===== src/rtl/pwm_capture_decoder.sv =====
// PWM receiver: measures high time and period on the generator's prescaler tick grid and
// decodes duty and servo codes, strobing valid_o once per completed period.
module pwm_capture_decoder #(
    parameter int unsigned DVSR_FAST = 10416,
    parameter int unsigned DVSR_SLOW = 200000
) (
    input  logic       clk_i,
    input  logic       rst_i,
    input  logic       sel_i,
    input  logic       pwm_i,
    output logic [7:0] high_o,
    output logic [7:0] period_o,
    output logic [6:0] duty_o,
    output logic [3:0] servo_o,
    output logic       valid_o,
    output logic       timeout_o
);
    typedef enum logic [1:0] {StIdle, StWaitRise, StHigh, StLow} state_e;

    state_e      state_q, state_d;
    logic        sync_q, pwm_s_q, pwm_d_q;
    logic        sel_q;
    logic [31:0] q_q, q_d;
    logic [7:0]  hi_q, hi_d, per_q, per_d;
    logic [7:0]  high_q, high_d, period_q, period_d;
    logic [6:0]  duty_q, duty_d;
    logic [3:0]  servo_q, servo_d;
    logic        valid_q, valid_d, timeout_q, timeout_d;

    logic        rise, fall, tick, mode_chg, per_full;
    logic [31:0] dvsr;
    logic [7:0]  hi_inc, per_inc, per_latch;

    // Inverse of the generator mapping 5 + d*5/15; only 5..9 reach the multiply.
    function automatic logic [3:0] servo_code(input logic [7:0] h);
        logic [3:0] off;
        logic [3:0] code;
        off = h[3:0] - 4'd5;
        if (h < 8'd5) begin
            code = 4'd0;
        end else if (h >= 8'd10) begin
            code = 4'd15;
        end else begin
            code = off * 4'd3;
        end
        return code;
    endfunction

    assign rise      = pwm_s_q & ~pwm_d_q;
    assign fall      = ~pwm_s_q & pwm_d_q;
    assign dvsr      = sel_i ? 32'(DVSR_SLOW) : 32'(DVSR_FAST);
    assign mode_chg  = (sel_i != sel_q);
    assign tick      = (q_q == 32'd0);
    assign per_full  = (per_q == 8'hff);
    assign hi_inc    = (hi_q == 8'hff) ? hi_q : hi_q + 8'd1;
    assign per_inc   = per_full ? per_q : per_q + 8'd1;
    // A tick coinciding with the latching rise belongs to the period just ending.
    assign per_latch = tick ? per_inc : per_q;

    always_comb begin
        q_d       = (mode_chg || (q_q == dvsr)) ? 32'd0 : q_q + 32'd1;
        state_d   = state_q;
        hi_d      = hi_q;
        per_d     = per_q;
        high_d    = high_q;
        period_d  = period_q;
        duty_d    = duty_q;
        servo_d   = servo_q;
        valid_d   = 1'b0;
        timeout_d = timeout_q;

        if (mode_chg) begin
            state_d = StIdle;
            hi_d    = 8'd0;
            per_d   = 8'd0;
        end else begin
            case (state_q)
                StIdle: begin
                    if (!pwm_s_q) state_d = StWaitRise;
                end
                StWaitRise: begin
                    if (rise) begin
                        hi_d    = 8'd0;
                        per_d   = 8'd0;
                        state_d = StHigh;
                    end
                end
                StHigh: begin
                    if (tick && per_full) begin
                        timeout_d = 1'b1;
                        state_d   = StIdle;
                        hi_d      = 8'd0;
                        per_d     = 8'd0;
                    end else begin
                        if (tick) begin
                            hi_d  = hi_inc;
                            per_d = per_inc;
                        end
                        if (fall) state_d = StLow;
                    end
                end
                StLow: begin
                    if (tick && per_full) begin
                        timeout_d = 1'b1;
                        state_d   = StIdle;
                        hi_d      = 8'd0;
                        per_d     = 8'd0;
                    end else if (rise) begin
                        high_d    = hi_q;
                        period_d  = per_latch;
                        duty_d    = hi_q[7] ? 7'h7f : hi_q[6:0];
                        servo_d   = sel_q ? servo_code(hi_q) : 4'd0;
                        valid_d   = 1'b1;
                        timeout_d = 1'b0;
                        hi_d      = 8'd0;
                        per_d     = 8'd0;
                        state_d   = StHigh;
                    end else if (tick) begin
                        per_d = per_inc;
                    end
                end
                default: state_d = StIdle;
            endcase
        end
    end

    always_ff @(posedge clk_i or posedge rst_i) begin
        if (rst_i) begin
            sync_q    <= 1'b0;
            pwm_s_q   <= 1'b0;
            pwm_d_q   <= 1'b0;
            sel_q     <= 1'b0;
            q_q       <= 32'd0;
            state_q   <= StIdle;
            hi_q      <= 8'd0;
            per_q     <= 8'd0;
            high_q    <= 8'd0;
            period_q  <= 8'd0;
            duty_q    <= 7'd0;
            servo_q   <= 4'd0;
            valid_q   <= 1'b0;
            timeout_q <= 1'b0;
        end else begin
            sync_q    <= pwm_i;
            pwm_s_q   <= sync_q;
            pwm_d_q   <= pwm_s_q;
            sel_q     <= sel_i;
            q_q       <= q_d;
            state_q   <= state_d;
            hi_q      <= hi_d;
            per_q     <= per_d;
            high_q    <= high_d;
            period_q  <= period_d;
            duty_q    <= duty_d;
            servo_q   <= servo_d;
            valid_q   <= valid_d;
            timeout_q <= timeout_d;
        end
    end

    assign high_o    = high_q;
    assign period_o  = period_q;
    assign duty_o    = duty_q;
    assign servo_o   = servo_q;
    assign valid_o   = valid_q;
    assign timeout_o = timeout_q;
endmodule


===== config.mk =====
export PLATFORM = sky130hd
export DESIGN_NAME = pwm_capture_decoder
export DESIGN_NICKNAME = d
export VERILOG_FILES = /design/src/rtl/pwm_capture_decoder.sv
export SDC_FILE = /design/constraint.sdc
export NUM_CORES = 1
export LEC_CHECK = 0
export ABC_AREA = 1
export CAP_MARGIN = 0
export CORE_MARGIN = 2
export CORE_UTILIZATION = 59
export DETAILED_ROUTE_END_ITERATION = 8
export GPL_ROUTABILITY_DRIVEN = 0
export MAX_ROUTING_LAYER = met4
export PLACE_DENSITY = 0.8
export SLEW_MARGIN = 20
export SYNTH_ARGS = -nofsm -noshare
export SYNTH_HDL_FRONTEND = slang
export SYNTH_SLANG_ARGS = --single-unit
export TNS_END_PERCENT = 50

===== constraint.sdc =====
create_clock -name clk_i -period 3.57 [get_ports clk_i]
set_input_delay 0.714 -clock clk_i [delete_from_list [all_inputs] [get_ports clk_i]]
set_output_delay 0.714 -clock clk_i [all_outputs]
set_load 0.02 [all_outputs]

==> metrics.txt <==
Crit Path Category in -> reg; CP Data Required Time 3.83 ns; final hold vios 0; critical path's slowest cell clkdlybuf4s50_1; actual slew at the worst max-slew pin 0.652 ns; critical path arrival 2.63 ns; initial antenna violation count 0; synthesized cell area 4780 sq um; Hold Path Class reg -> reg; Yosys cell types 37; Setup-failing EPs final 0; DR WL/cell 14.5 um; sequential-to-total area share from yosys stat 43.4%; startpoint types primary input; starting density of the core 61.3%; fill count 658; cells after synthesis 610; ratio of cells with drive above 1 in the final layout 12.0%; Final Instance Area 5350 sq um; synth top area cells dfrtp_1 (43%), nand2_1 (12%), nor2_1 (7.1%); area delta synth->final 11.8%; post-CTS setup buffer count 0; post-CTS sizing 0; CP Max Fanout 17; nets 656; I/O pins 33; Tcrit/Tclk final 66.3%; Setup TNS 0 ns; Synth area leader dfrtp_1; top-count cell post-synth nand2_1; final WL 10.9 mm; number of global-route vias before repair 4082; Post-synth EDFFs 0; Antenna Cells 0; asr flop ratio synth 100%; Max Root-Sink Buffers 2; Post-synth top cells nand2_1 (158), nor2_1 (90), dfrtp_1 (83), inv_1 (49), nand3_1 (41); die area 8840 sq um; dpl cell area 5160 sq um; Synth Net Count 621; Yosys top cell area share 43.4%; Yosys reg bits 83; CP endpoint kind flop; Detailed Place HPWL 8.02 mm; htree depth 3; largest net degree at the start of global routing 48; num rows 32; Critical Path Max Stage Delay 0.64 ns; Die Ht 94.0 um; port bufs 32; GRT Util Overall 28.4%; Max Cap Viol 0; core box area 7810 sq um; Num Clock Sinks 83; PwrDens 345 nW/um^2; Chip Width 94.0 um; RSZ-0062 raised after global routing no; first-pass GRT wire length 19.1 mm; DRC 0; clk_lat worst skew 0.37 ns; cts hold-fix bufs 0; Pleak 2.47 nW; Worst slew margin 56.5%; CTS Buf Count 9; initial DRC count 344; Clock transition at path regs 0.09 ns; total number of vias 4157; Peak VDD IR 0.196 mV; antenna violation net count after detailed routing 0; CTS root buf clkbuf_8; fin. max-slew vios 0; TritonCTS clock tree built; most frequent CP cell nand2_1; grt total ovfl 0; vias per inst 5.53; Tmin final 2.37 ns; Mean Syn Cell Area 7.84 sq um; Clock Skews 0.0154 ns; CP Cell Sequence clkdlybuf4s50_1 > o21ai_0 > nor4_1 > nand2_1 > nand2_1 > buf_4 > nor2_1; fmax 0.422 GHz; 1st-pass router iterations 5; ys flop type dfrtp_1; status finished, final reports clean; Synth Warn # 0
-- cell usage in the layout (no fill, tap or decap), drive strengths merged, types with 4 or more instances in the layout --
cell and n:
xnor2 9, nand3 43, o21ai 28, nand2 181, nor2 107, ha 6, buf 4, dfrtp 83
clkdlybuf4s50 32, inv 57, nor3 20, nand4 19, xor2 25, a21oi 6, clkbuf 9, nor4 5
-- cell families after synthesis --
| logic type | count (synthesis) | share of synthesized area, % |
|---|---|---|
| fa+ha+maj | 7 | 1.99 |
| flops | 83 | 43.4 |
| buf+inv | 68 | 6.72 |
| compound gates | 38 | 4.11 |
| simple gates | 380 | 37.4 |
| xor+xnor | 34 | 6.38 |
-- power by group --
group	internal (mW)	switching [mW]	leakage (nW)	total (mW)
registers	0.959	0.0177	1.14	0.976
clock network	0.262	0.375	0.0840	0.636
logic	0.0736	0.161	1.25	0.235
-- critical path: cells and delay by family --
family                 cells  cell delay (ns)
buffers and inverters      2             0.94
AND/OR/NAND/NOR            4             0.81
AO/OA/AOI/OAI              1             0.15
-- area by class of cell --
type                    instances  area [sq um]  share of cell area [%]
multi-input cells             459          2380                    44.6
flip-flops and latches         83          2080                    38.8
repair buffers                 36           363                    6.79
inverters                      56           211                    3.95
well taps                     102           128                    2.39
clock buffers                   9           124                    2.32
clock inverters                 7          60.1                    1.12
-- flip-flops by register name (all words and copies together), names as in the netlist --
signal / flops
timeout_o: 1
state_q: 2
q_q: 32
pwm_d_q: 1
sync_q: 1
valid_o: 1
high_o: 8
sel_q: 1
per_q: 8
pwm_s_q: 1
hi_q: 8
duty_o: 7
servo_o: 4
period_o: 8
-- per-stage QoR --
| stage | util (%) | std cells | power (mW) | hold WS [ns] | worst slack, ns |
|---|---|---|---|---|---|
| 2_1_floorplan | - | 610 | 1.16 | 0.331 | 0.719 |
| 3_3_place_gp | 66.1 | 736 | 1.22 | 0.334 | 0.887 |
| 3_5_place_dp | 66.1 | 736 | 1.23 | 0.340 | 0.789 |
| 4_1_cts | 68.5 | 752 | 1.86 | 0.359 | 1.20 |
| 5_1_grt | 68.5 | 752 | 1.95 | 0.360 | 0.968 |
| 6_report | 68.5 | 752 | 1.85 | 0.355 | 1.20 |
-- worst paths after layout --
path / startpoint / to / slack, ns / depth (start not counted)
worst max-delay path: sel_i / q_q[9] / 1.20 / 7
min in group asynchronous: rst_i / per_q[1] / 0.73 / 2
max in group asynchronous: rst_i / sync_q / 2.18 / 3
worst min-delay path: sync_q / pwm_s_q / 0.36 / 0
worst min register to register: sync_q / pwm_s_q / 0.36 / 0
worst max register to register: q_q[0] / duty_o[2] / 1.22 / 13
-- metal layers --
metal  up-vias  wire (um)  global-route usage (%)  part of all wire (%)
met5         -          0                       -                     0
met4         0        204                    8.82                   1.9
met3        25        653                    6.02                   6.0
met2       166       5030                    43.9                    46
met1      1946       4980                    37.7                    46
li1       2020          -                       -                     -
No activity file was read; power rests on OpenSTA's default activity.
